**config.mk**
```make
export PLATFORM = sky130hd
export DESIGN_NAME = acq_sample_packer
export DESIGN_NICKNAME = d
export VERILOG_FILES = /design/src/rtl/acq_pkg.sv /design/src/rtl/channel_compactor.sv /design/src/rtl/acq_sample_packer.sv
export SDC_FILE = /design/constraint.sdc
export NUM_CORES = 1
export LEC_CHECK = 0
export CAP_MARGIN = 20
export CORE_ASPECT_RATIO = 0.6
export CORE_UTILIZATION = 55
export DETAILED_ROUTE_END_ITERATION = 16
export PLACE_DENSITY_LB_ADDON = 0.3
export SYNTH_ARGS = -nofsm -noshare
export SYNTH_HDL_FRONTEND = slang
export SYNTH_SLANG_ARGS = --single-unit
```
**constraint.sdc**
```tcl
create_clock -name clk -period 15.3 [get_ports clk]
set_clock_uncertainty 0.2 [all_clocks]
set_input_delay 3.06 -clock clk [delete_from_list [all_inputs] [get_ports clk]]
set_output_delay 3.06 -clock clk [all_outputs]
set_load 0.02 [all_outputs]
```
**src/rtl/acq_pkg.sv**
```systemverilog
// Shared types and sizing helpers for the acquisition sample packer.
// The fill counter must hold values up to W+N_CH inclusive.
package acq_pkg;

    typedef enum logic [2:0] {
        ST_IDLE    = 3'd0,
        ST_ARMED   = 3'd1,
        ST_RUN     = 3'd2,
        ST_FLUSH   = 3'd3,
        ST_STALLED = 3'd4
    } acq_state_t;

    function automatic int fill_width(input int w, input int n_ch);
        return $clog2(w + n_ch + 1);
    endfunction

endpackage

```
**src/rtl/channel_compactor.sv**
```systemverilog
// Packs the enabled probe bits densely from bit 0 upward.
// It also reports how many bits are valid.
module channel_compactor #(
    parameter int N_CH = 16,
    parameter int KW   = $clog2(N_CH + 1)
) (
    input  logic [N_CH-1:0] probe,
    input  logic [N_CH-1:0] enable,
    output logic [N_CH-1:0] compacted,
    output logic [KW-1:0]   k
);

    // lowest enabled channel lands at bit 0; k doubles as the write position
    always_comb begin
        compacted = {N_CH{1'b0}};
        k         = {KW{1'b0}};
        for (int i = 0; i < N_CH; i++) begin
            if (enable[i]) begin
                compacted = compacted | (N_CH'(probe[i]) << k);
                k         = k + KW'(1);
            end else begin
                compacted = compacted;
            end
        end
    end

endmodule

```
**src/rtl/acq_sample_packer.sv**
```systemverilog
// Fast-domain acquisition core: rate divider, optional pattern trigger,
// dense packing of enabled channels into W-bit FIFO words, sticky overflow stall.
module acq_sample_packer
    import acq_pkg::*;
#(
    parameter int N_CH  = 16,
    parameter int W     = 16,
    parameter int DIV_W = 8
) (
    input  logic             clk,
    input  logic             rst_n,
    input  logic [N_CH-1:0]  probe,
    input  logic             acq_enable,
    input  logic [DIV_W-1:0] clock_divisor,
    input  logic [N_CH-1:0]  channel_enable,
    input  logic             trig_en,
    input  logic [N_CH-1:0]  trig_mask,
    input  logic [N_CH-1:0]  trig_value,
    input  logic             overflow,
    output logic [W-1:0]     sample_data,
    output logic             sample_data_avail,
    output logic             stalled,
    output logic             armed
);

    localparam int ACC_W = W + N_CH;
    localparam int FW    = fill_width(W, N_CH);
    localparam int KW    = $clog2(N_CH + 1);

    acq_state_t       state_r, state_s;
    logic [DIV_W-1:0] div_cnt_r, div_cnt_s, div_adv_s, div_sh_r;
    logic [N_CH-1:0]  en_sh_r, tmask_sh_r, tval_sh_r;
    logic [ACC_W-1:0] acc_r, acc_s, acc_sum_s, acc_pack_s;
    logic [FW-1:0]    fill_r, fill_s, fill_sum_s, fill_pack_s;
    logic [N_CH-1:0]  comp_s;
    logic [KW-1:0]    k_s;
    logic             tick_s, trig_hit_s, pack_emit_s, emit_s, latch_s;
    logic [W-1:0]     emit_data_s, data_r;
    logic             avail_r, stalled_r, armed_r;

    channel_compactor #(
        .N_CH (N_CH),
        .KW   (KW)
    ) u_compactor (
        .probe     (probe),
        .enable    (en_sh_r),
        .compacted (comp_s),
        .k         (k_s)
    );

    assign tick_s     = (div_cnt_r == div_sh_r);
    assign div_adv_s  = tick_s ? {DIV_W{1'b0}} : (div_cnt_r + DIV_W'(1));
    assign trig_hit_s = (((probe ^ tval_sh_r) & tmask_sh_r) == {N_CH{1'b0}});

    // append this tick's compacted bits above the current fill and split off a full word
    always_comb begin
        acc_sum_s   = acc_r | (ACC_W'(comp_s) << fill_r);
        fill_sum_s  = fill_r + FW'(k_s);
        pack_emit_s = (fill_sum_s >= FW'(W));
        if (pack_emit_s) begin
            acc_pack_s  = acc_sum_s >> W;
            fill_pack_s = fill_sum_s - FW'(W);
        end else begin
            acc_pack_s  = acc_sum_s;
            fill_pack_s = fill_sum_s;
        end
    end

    // next-state logic; overflow outranks the enable drop, and a tick on the drop cycle still packs
    always_comb begin
        state_s     = state_r;
        div_cnt_s   = div_cnt_r;
        acc_s       = acc_r;
        fill_s      = fill_r;
        emit_s      = 1'b0;
        emit_data_s = {W{1'b0}};
        latch_s     = 1'b0;
        case (state_r)
            ST_IDLE: begin
                if (acq_enable) begin
                    latch_s   = 1'b1;
                    div_cnt_s = {DIV_W{1'b0}};
                    acc_s     = {ACC_W{1'b0}};
                    fill_s    = {FW{1'b0}};
                    state_s   = trig_en ? ST_ARMED : ST_RUN;
                end else begin
                    state_s = ST_IDLE;
                end
            end
            ST_ARMED: begin
                div_cnt_s = div_adv_s;
                if (!acq_enable) begin
                    state_s = ST_IDLE;
                end else if (tick_s && trig_hit_s) begin
                    state_s     = ST_RUN;
                    acc_s       = acc_pack_s;
                    fill_s      = fill_pack_s;
                    emit_s      = pack_emit_s;
                    emit_data_s = acc_sum_s[W-1:0];
                end else begin
                    state_s = ST_ARMED;
                end
            end
            ST_RUN: begin
                div_cnt_s = div_adv_s;
                if (overflow) begin
                    state_s = ST_STALLED;
                end else begin
                    if (tick_s) begin
                        acc_s       = acc_pack_s;
                        fill_s      = fill_pack_s;
                        emit_s      = pack_emit_s;
                        emit_data_s = acc_sum_s[W-1:0];
                    end else begin
                        emit_s = 1'b0;
                    end
                    if (!acq_enable) begin
                        state_s = (fill_s != {FW{1'b0}}) ? ST_FLUSH : ST_IDLE;
                    end else begin
                        state_s = ST_RUN;
                    end
                end
            end
            ST_FLUSH: begin
                if (overflow) begin
                    state_s = ST_STALLED;
                end else begin
                    // bits above fill are always zero, so the low word is already padded
                    emit_s      = 1'b1;
                    emit_data_s = acc_r[W-1:0];
                    acc_s       = {ACC_W{1'b0}};
                    fill_s      = {FW{1'b0}};
                    state_s     = ST_IDLE;
                end
            end
            ST_STALLED: begin
                if (!acq_enable) begin
                    state_s = ST_IDLE;
                end else begin
                    state_s = ST_STALLED;
                end
            end
            default: begin
                state_s = ST_IDLE;
            end
        endcase
    end

    // state, shadow configuration, datapath and registered outputs
    always_ff @(posedge clk) begin
        if (!rst_n) begin
            state_r    <= ST_IDLE;
            div_cnt_r  <= {DIV_W{1'b0}};
            div_sh_r   <= {DIV_W{1'b0}};
            en_sh_r    <= {N_CH{1'b0}};
            tmask_sh_r <= {N_CH{1'b0}};
            tval_sh_r  <= {N_CH{1'b0}};
            acc_r      <= {ACC_W{1'b0}};
            fill_r     <= {FW{1'b0}};
            data_r     <= {W{1'b0}};
            avail_r    <= 1'b0;
            stalled_r  <= 1'b0;
            armed_r    <= 1'b0;
        end else begin
            state_r   <= state_s;
            div_cnt_r <= div_cnt_s;
            acc_r     <= acc_s;
            fill_r    <= fill_s;
            if (latch_s) begin
                div_sh_r   <= clock_divisor;
                en_sh_r    <= channel_enable;
                tmask_sh_r <= trig_mask;
                tval_sh_r  <= trig_value;
            end
            avail_r <= emit_s;
            if (emit_s) begin
                data_r <= emit_data_s;
            end
            stalled_r <= (state_s == ST_STALLED);
            armed_r   <= (state_s == ST_ARMED);
        end
    end

    assign sample_data       = data_r;
    assign sample_data_avail = avail_r;
    assign stalled           = stalled_r;
    assign armed             = armed_r;

endmodule
```
# After elaboration in Yosys (flattened, before gate mapping)
# Index checks and enable logic that the tools add are counted.
# word_totals
ff_bits	124
input_bits	77
out_inout_bits	19
wordCells	165
# op_classes
add_sub_neg	18
order_cmp	1
eq_ne	13
shift	16
mux	77
n_bitwise	18
n_reduce_logical	10
# ops
operator	count
2-to-1 mux 16 bit	20
OR 16 bit	15
left shift 1 x 5 -> 16 bit	15
2-to-1 mux 32 bit	7
one-hot mux 32 bit (4 select lines)	1
adder 5 x 1 -> 5 bit, second input constant	15
2-to-1 mux 5 bit	15
2-to-1 mux 6 bit	9
one-hot mux 16 bit (3 select lines)	1
OR 32 bit	1
left shift 16 x 6 -> 32 bit	1
one-hot mux 6 bit (4 select lines)	1
bitwise AND 16 bit	1
zero test 16 bit	1
2-to-1 mux 8 bit	2
one-hot mux 8 bit (2 select lines)	1
XOR 16 bit	1
one-hot mux 3 bit (5 select lines)	1
2-to-1 mux 2 bit	6
inequality test 2 bit, second input constant	6
2-to-1 mux 1 bit	9
2-to-1 mux 3 bit	3
adder 8 x 1 -> 8 bit, second input constant	1
equality test 8 bit	1
other kinds (16)	19

# Longest topological paths before layout
# Gate-level depths: netlist of the first run.
# logic_depth
ltp_word	43
ltp_mapped	63
mapped_depth_nobuf	63

# Hierarchy
# A second synthesis of the first run with hierarchy kept.
# unflattened
cells_unflattened	1491
hier_area_um2	11370.9
# modules_own_cells
mod	n_inst	cells_each	area_per_inst_um2	seq_area_each_um2
acq_sample_packer	1	807	6759.0	2482.4
channel_compactor	1	684	4611.9	0.0

# Worst setup path before layout of the first run
# Ideal clock, no wire load.
# synth_timing
path_kind	reg-to-reg
from	register en_sh_r[0]
to	register acc_r[25]
setup_time_ps	72
arrival_time_ps	12288
t_required_ps	15028
slack_ps	2740
path_stages_with_launch	64
n_path_buf	0
period_less_slack_ps	12560
cell_sequence	dfxtp_1 -> inv_1 -> ha_1 -> and2_1 -> or2_2 -> inv_1 -> ha_1 -> nand2_1 -> o31a_1 -> nor2_1 -> nor2_1 -> ha_1 -> a21o_1 -> nor2_2 -> inv_1 -> ha_1 -> nand2b_1 -> o31a_1 -> [28 not listed] -> inv_1 -> ha_1 -> nand2_1 -> o21ai_0 -> ha_1 -> a21o_1 -> a21oi_1 -> o21bai_1 -> a21oi_1 -> xnor2_1 -> nor2_1 -> inv_1 -> nor3_1 -> nand2_1 -> nor2_1 -> nand2_1 -> inv_1 -> o2bb2ai_1
# synth_via
elab_chain_len	38
word_cells_on_any_way	87
cone_classes	add/sub: 16; order compare: 1; shift: 16; mux: 38; bitwise: 16
# synth_rtl
item	line	rtl
start: declaration	acq_sample_packer.sv:32	logic [N_CH-1:0] en_sh_r, tmask_sh_r, tval_sh_r;
start signal: assignment	acq_sample_packer.sv:155	en_sh_r <= {N_CH{1'b0}};
start signal: assignment	acq_sample_packer.sv:171	en_sh_r <= channel_enable;
parallel branches: the longest is 34 deep, another holds adder 5 x 1 -> 5 bit	n/a	
2-to-1 mux 32 bit *	acq_sample_packer.sv:60	if (pack_emit_s) begin
2-to-1 mux 32 bit, on equally long branches	acq_sample_packer.sv:109, acq_sample_packer.sv:94	
2-to-1 mux 32 bit, on equally long branches	acq_sample_packer.sv:106, acq_sample_packer.sv:92	
one-hot mux 32 bit (4 select lines) *	acq_sample_packer.sv:78	case (state_r)
end signal: assignment	acq_sample_packer.sv:158	acc_r <= {ACC_W{1'b0}};
end signal: assignment	acq_sample_packer.sv:167	acc_r <= acc_s;
end: declaration	acq_sample_packer.sv:33	logic [ACC_W-1:0] acc_r, acc_s, acc_sum_s, acc_pack_s;
# Every way passes the cells marked *. The select of a mux whose other input is x is not followed.
# A chain may end at the register's enable or synchronous reset.

# Worst setup path after layout of the first run
# layout_timing
from	register en_sh_r[0]
to	register acc_r[31]
# The elaborated chain is that of the path after synthesis.

==> results of run 1 <==
-- cell type report --
class	instances	area, sq um	share of cell area
antenna	1	2.50	0.000193
sequential	124	2480	0.191
tap	273	342	0.0263
timing repair buffer	112	1080	0.0831
clock buffer	18	439	0.0339
clock inverter	12	139	0.0107
inverter	51	191	0.0148
multi-input combinational	1295	8300	0.640
-- metal layers --
metal  routed length (um)  part of all wire
met2                15100              0.35
met3                 7630              0.18
met1                20300              0.47
met5                    0                 0
met4                  437             0.010
-- layout by cell type, fill, tap and decap left out, drive strengths merged, types with 20 or more instances in the layout --
| cell | netlist | layout |
|---|---|---|
| o221ai | 20 | 20 |
| a21oi | 116 | 116 |
| nor2 | 165 | 165 |
| inv | 47 | 52 |
| nor4 | 23 | 23 |
| xor2 | 43 | 43 |
| or3 | 25 | 25 |
| nand2 | 263 | 263 |
| xnor2 | 43 | 43 |
| dfxtp | 124 | 124 |
| ha | 20 | 20 |
| o21ai | 64 | 64 |
| a31oi | 20 | 20 |
| nand4 | 22 | 22 |
| o211ai | 23 | 23 |
| clkdlybuf4s50 | 0 | 95 |
| nand3 | 58 | 58 |
| nor3 | 71 | 71 |
-- path summary, 6_finish.rpt --
path / startpoint / to / slack [ps] / depth (start not counted)
worst max-delay path: en_sh_r[0] / acc_r[31] / 1000 / 62
worst min-delay path: tmask_sh_r[12] / tmask_sh_r[12] / 260 / 2
worst max register to register: en_sh_r[0] / acc_r[31] / 1000 / 62
worst min register to register: tmask_sh_r[12] / tmask_sh_r[12] / 260 / 2
-- logic make-up (layout without fill, tap and decap cells) --
family / Yosys count / after routing / synth area share
buffers and inverters: 136 / 193 / 0.0493
other: 0 / 1 / 0
flip-flops: 124 / 124 / 0.220
XOR/XNOR: 97 / 97 / 0.0998
adder cells (fa/ha/maj): 23 / 23 / 0.0257
multiplexers: 32 / 32 / 0.0392
AO/OA/AOI/OAI: 435 / 435 / 0.272
AND/OR/NAND/NOR: 708 / 708 / 0.295
-- stage by stage --
stage,setup slack (ps),std cells
after floorplan,2740,1555
after global placement,1660,1855
final,1000,1886
after CTS,853,1885
after global routing,9.48,1885
after detailed placement,911,1855
-- report_power, final --
part | switching, uW | internal (uW)
registers | 18.8 | 336
clock network | 165 | 244
logic | 392 | 189
total | 575 | 769
-- sequential cells by signal (all words and copies together), names as in the netlist --
signal             cells
acc_r                 32
en_sh_r               16
sample_data           16
tmask_sh_r            16
tval_sh_r             16
div_cnt_r              8
div_sh_r               8
fill_r                 6
state_r                3
armed                  1
sample_data_avail      1
stalled                1
-- worst register-to-register path, delay by kind of cell, from the launching register on --
kind / cells / cell delay (ps)
and+or+nand+nor: 18 / 3030
adders and majority gates: 14 / 4740
buffers and inverters: 10 / 1670
muxes: 2 / 650
DFF: 1 / 400
xor gates and xnor gates: 2 / 410
AOI/OAI and AO/OA: 16 / 3170
==> impl_metrics.py, run 1 <==
metrics = {
    "run_status": {
        "status": "finished, final reports clean",
    },
    "grt": {
        "grt_overflow": 0,
        "grt_pass1_vias": 11383,
        "grt_pass1_wl_mm": 66.6,
        "groute.layer.met2.usage": 0.489,
        "antenna_found_initial": 0,
        "grt_max_degree": 82,
        "met1_usage": 0.636,
        "grt.busiest_layer": "met1",
        "grtUsageTotal": 0.410,
        "use_met3": 0.196,
    },
    "floorplanning": {
        "rows": 40,
        "fp.dieW_um": 187,
        "initial_core_util": 0.563,
        "io-pin-count": 96,
        "dieArea_sq_um": 21100,
        "core_area_sq_um": 20100,
        "die_height_um": 113,
    },
    "clock_tree": {
        "clock_latency_ps": 440,
        "clockBufferDepth": 2,
        "post_cts_resized": 0,
        "h-tree-depth": 4,
        "clkSlewWorstSetupHoldPaths_ps": 60,
        "clock_sinks": 124,
        "post_cts_buffers": 0,
        "cts_root_buf": "clkbuf_16",
        "cts_hold_buf": 0,
        "cts_tree": "built",
        "numCtsBuffers": 17,
    },
    "sta": {
        "grt_setup_unrepaired": "no",
        "finalCriticalPeriod_ps": 14300,
        "fmax_mhz": 69.9,
        "final_max_slew_viol_count": 0,
        "setup_viol": 0,
        "tightestPinTransition_ps": 1110,
        "max_slew_margin": 0.259,
        "fin_crit_sh": 0.935,
        "hold_viol_final": 0,
        "tns_ps": 0,
        "whs_ps": 257,
    },
    "route": {
        "drc": 0,
        "drt-total-wl_mm": 43.5,
        "drt_first_iter_violations": 2359,
        "via_per_inst": 6.83,
        "vias": 12888,
        "postRouteAntennaNets": 0,
        "avgRoutedWirePerCell_um": 23.1,
        "dr.pass1.iters": 7,
    },
    "setup_path": {
        "path_class": "reg -> reg",
        "slowest_delay_ps": 510,
        "cp_max_fo": 18,
        "crit_slowest_cell": "ha_2",
        "crit_buf_inv": 10,
        "cp.arrival_ps": 14480,
        "crit_required_ps": 15480,
        "end_kind": "register",
        "cp_common_cell": "ha_1",
        "critPathTopFamily": "adder cells",
        "crit_path_start_kind": "register",
    },
    "placed_design": {
        "gp_congestion": 1.07,
        "port_buffers": 95,
        "dp_hpwl_mm": 33.7,
        "postPlaceCellArea_sq_um": 12400,
    },
    "logic_synthesis": {
        "ys_warn_count": 0,
        "synth.top_cells.by_count": "261 x nand2_1, 162 x nor2_1, 124 x dfxtp_1",
        "async_reset_ff_frac": 0,
        "syn_area_per_cell_sq_um": 7.26,
        "ys_seq_elements": 124,
        "synth_edf_count": 0,
        "synth_top_area_share": 0.220,
        "yosysSeqAreaShare": 0.220,
        "synthFlopType": "dfxtp_1",
        "netlist-cell-type-count": 109,
        "syn_inst": 1555,
        "yosysMostFrequentCell": "nand2_1",
        "synth_area_leader_cell": "dfxtp_1",
        "syn_area_sq_um": 11300,
        "synth_area_leaders": "dfxtp_1 22%, nand2_1 8.7%, nor2_1 5.4%",
        "syn_nets": 1653,
    },
    "min_path": {
        "hold_class": "reg -> reg",
    },
    "run": {
        "max_cap_violations": 0,
    },
    "finish": {
        "drive_above_1_share": 0.0862,
        "area_growth_pct": 14.8,
        "fin_util": 0.646,
        "nFillCells": 1756,
        "fin_area_sq_um": 13000,
        "final_nets": 1699,
    },
    "pwr": {
        "irDropWorstVdd_mv": 0.0981,
        "power_uw": 1340,
        "p_leak_uw": 0.00480,
        "cellPowerDensity_nw_per_um2": 104,
    },
}
Power figures use the tool's default switching activity.
==> run 2, diff against run 1 <==
CTS_CLUSTER_DIAMETER = 40   (was not set)
GPL_TIMING_DRIVEN = 1   (was not set)
==> results of run 2 <==
Final layout, timing and power as in run 1 (identical DEF).
==> run 3, diff against run 2 <==
CAP_MARGIN = 25   (was 20)
==> run 3 against run 2 <==
  * Via count hardly changed
  * Fmax up 0.26%
  * Sequential cell count unchanged
  * Clock power about the same
  * First-iteration DRC count rose by 1.4%
  * Critical path depth did not move
  * Non-clock buffer count increased by 1
  * Cell count unchanged
  * Critical endpoint unchanged
  * Largest cell class unchanged
  * Largest power group unchanged
==> impl_metrics.py, run 3 (same netlist as run 1, synthesis figures left out) <==
metrics = {
    "run_status": {
        "status": "finished, final reports clean",
    },
    "sta": {
        "grt_setup_unrepaired": "no",
        "finalCriticalPeriod_ps": 14260,
        "max_slew_margin": 0.307,
        "hold_viol_final": 0,
        "fin_ws_ps": 1040,
        "tightestPinTransition_ps": 1040,
        "setup_viol": 0,
        "fmax_mhz": 70.1,
        "tns_ps": 0,
        "fin_crit_sh": 0.932,
        "whs_ps": 255,
        "final_max_slew_viol_count": 0,
    },
    "clock_tree": {
        "cts_hold_buf": 0,
        "clock_sinks": 124,
        "clockBufferDepth": 2,
        "numCtsBuffers": 17,
        "clkSlewWorstSetupHoldPaths_ps": 60,
        "post_cts_buffers": 0,
        "h-tree-depth": 4,
        "cts_root_buf": "clkbuf_16",
        "cts_tree": "built",
        "clock_latency_ps": 440,
    },
    "floorplanning": {
        "io-pin-count": 96,
        "dieArea_sq_um": 21100,
        "core_area_sq_um": 20100,
        "fp.dieW_um": 187,
        "rows": 40,
        "die_height_um": 113,
        "initial_core_util": 0.563,
    },
    "setup_path": {
        "slowest_delay_ps": 510,
        "end_kind": "register",
        "cp_common_cell": "ha_1",
        "critPathLaunch": "en_sh_r[0]",
        "path_class": "reg -> reg",
        "crit_required_ps": 15480,
        "crit_end": "acc_r[31]",
        "reg2reg_slack_ps": 1040,
        "crit_path_start_kind": "register",
        "timing.rr.start": "en_sh_r[0]",
        "rr_worst_depth": 62,
        "cp.arrival_ps": 14450,
        "crit_slowest_cell": "ha_2",
        "cp_max_fo": 18,
        "reg2reg_to": "acc_r[31]",
    },
    "min_path": {
        "hold_class": "reg -> reg",
    },
    "placed_design": {
        "place_ws_ps": 911,
        "dp_hpwl_mm": 33.7,
        "port_buffers": 95,
        "gp_congestion": 1.07,
        "placed_cells": 1855,
    },
    "route": {
        "drt-total-wl_mm": 43.4,
        "postRouteAntennaNets": 0,
        "drt_first_iter_violations": 2393,
        "vias": 12887,
        "drc": 0,
        "via_per_inst": 6.83,
        "dr.pass1.iters": 7,
        "avgRoutedWirePerCell_um": 23.0,
    },
    "grt": {
        "grt_pass1_wl_mm": 66.6,
        "grt_max_degree": 82,
        "grt_pass1_vias": 11383,
        "grtUsageTotal": 0.410,
        "antenna_found_initial": 0,
        "grt_overflow": 0,
    },
    "finish": {
        "area_growth_pct": 14.9,
        "final_cell_mix": "260 x nand2_1, 160 x nor2_1, 124 x dfxtp_1, 115 x a21oi_1, 95 x clkdlybuf4s50_1",
        "drive_above_1_share": 0.0868,
        "instances_no_fill": 1886,
        "fin_util": 0.647,
        "final_nets": 1700,
        "largest_reg_flops": 32,
        "layout_commonest_cell": "nand2_1",
        "top_register": "acc_r",
        "diodes": 0,
    },
    "pwr": {
        "p_leak_uw": 0.00481,
        "irDropWorstVdd_mv": 0.0982,
        "cellPowerDensity_nw_per_um2": 103,
    },
    "run": {
        "max_cap_violations": 0,
    },
}
run 3: routing by layer:
| layer | vias up | GRT usage | share of wire |
|---|---|---|---|
| met1 | 6033 | 0.636 | 0.46 |
| li1 | 5825 | - | - |
| met5 | - | 0 | 0 |
| met2 | 975 | 0.489 | 0.35 |
| met4 | 0 | 0.0689 | 0.011 |
| met3 | 54 | 0.196 | 0.18 |
run 3: worst min path at each step:
stage | cells past startpoint | end | from
2_1_floorplan | 2 | acc_r[27] | acc_r[27]
3_3_place_gp | 2 | tmask_sh_r[12] | tmask_sh_r[12]
3_5_place_dp | 2 | acc_r[27] | acc_r[27]
4_1_cts | 2 | acc_r[27] | acc_r[27]
5_1_grt | 2 | tmask_sh_r[12] | tmask_sh_r[12]
6_report | 2 | tmask_sh_r[12] | tmask_sh_r[12]
run 3: report_power, final:
| group | leakage [uW] | internal, uW | switching (uW) |
|---|---|---|---|
| logic | 0.00352 | 188 | 389 |
| clock network | 0.000272 | 244 | 164 |
| registers | 0.00101 | 336 | 18.7 |
| total | 0.00481 | 768 | 572 |
run 3: metrics by stage:
step	total power, uW	area (sq um)
final	1340	13000
after global routing	1400	13000
after CTS	1310	12900
after detailed placement	904	12400
after global placement	900	12400
after floorplan	746	11300
run 3: final cells by class:
class / instances / area [sq um]
clock buffers: 18 / 439
clock inverters: 12 / 139
fillers: 1755 / 7090
inverters: 51 / 191
multi-input cells: 1295 / 8300
flip-flops and latches: 124 / 2480
well taps: 273 / 342
repair buffers: 113 / 1090
run 3: repair_timing:
action | 4_1_cts | 5_1_grt
gates resized for setup | 0 | 6
endpoints found under the setup margin | 0 | 40
hold endpoints to repair | 0 | 0
run 3: worst max-delay path, delay by kind of cell (launching register included):
kind,cells,cell delay (ps)
AOI/OAI and AO/OA,16,3150
DFF,1,390
xor gates and xnor gates,2,400
adders and majority gates,14,4720
and+or+nand+nor,18,3040
buffers and inverters,10,1660
muxes,2,640
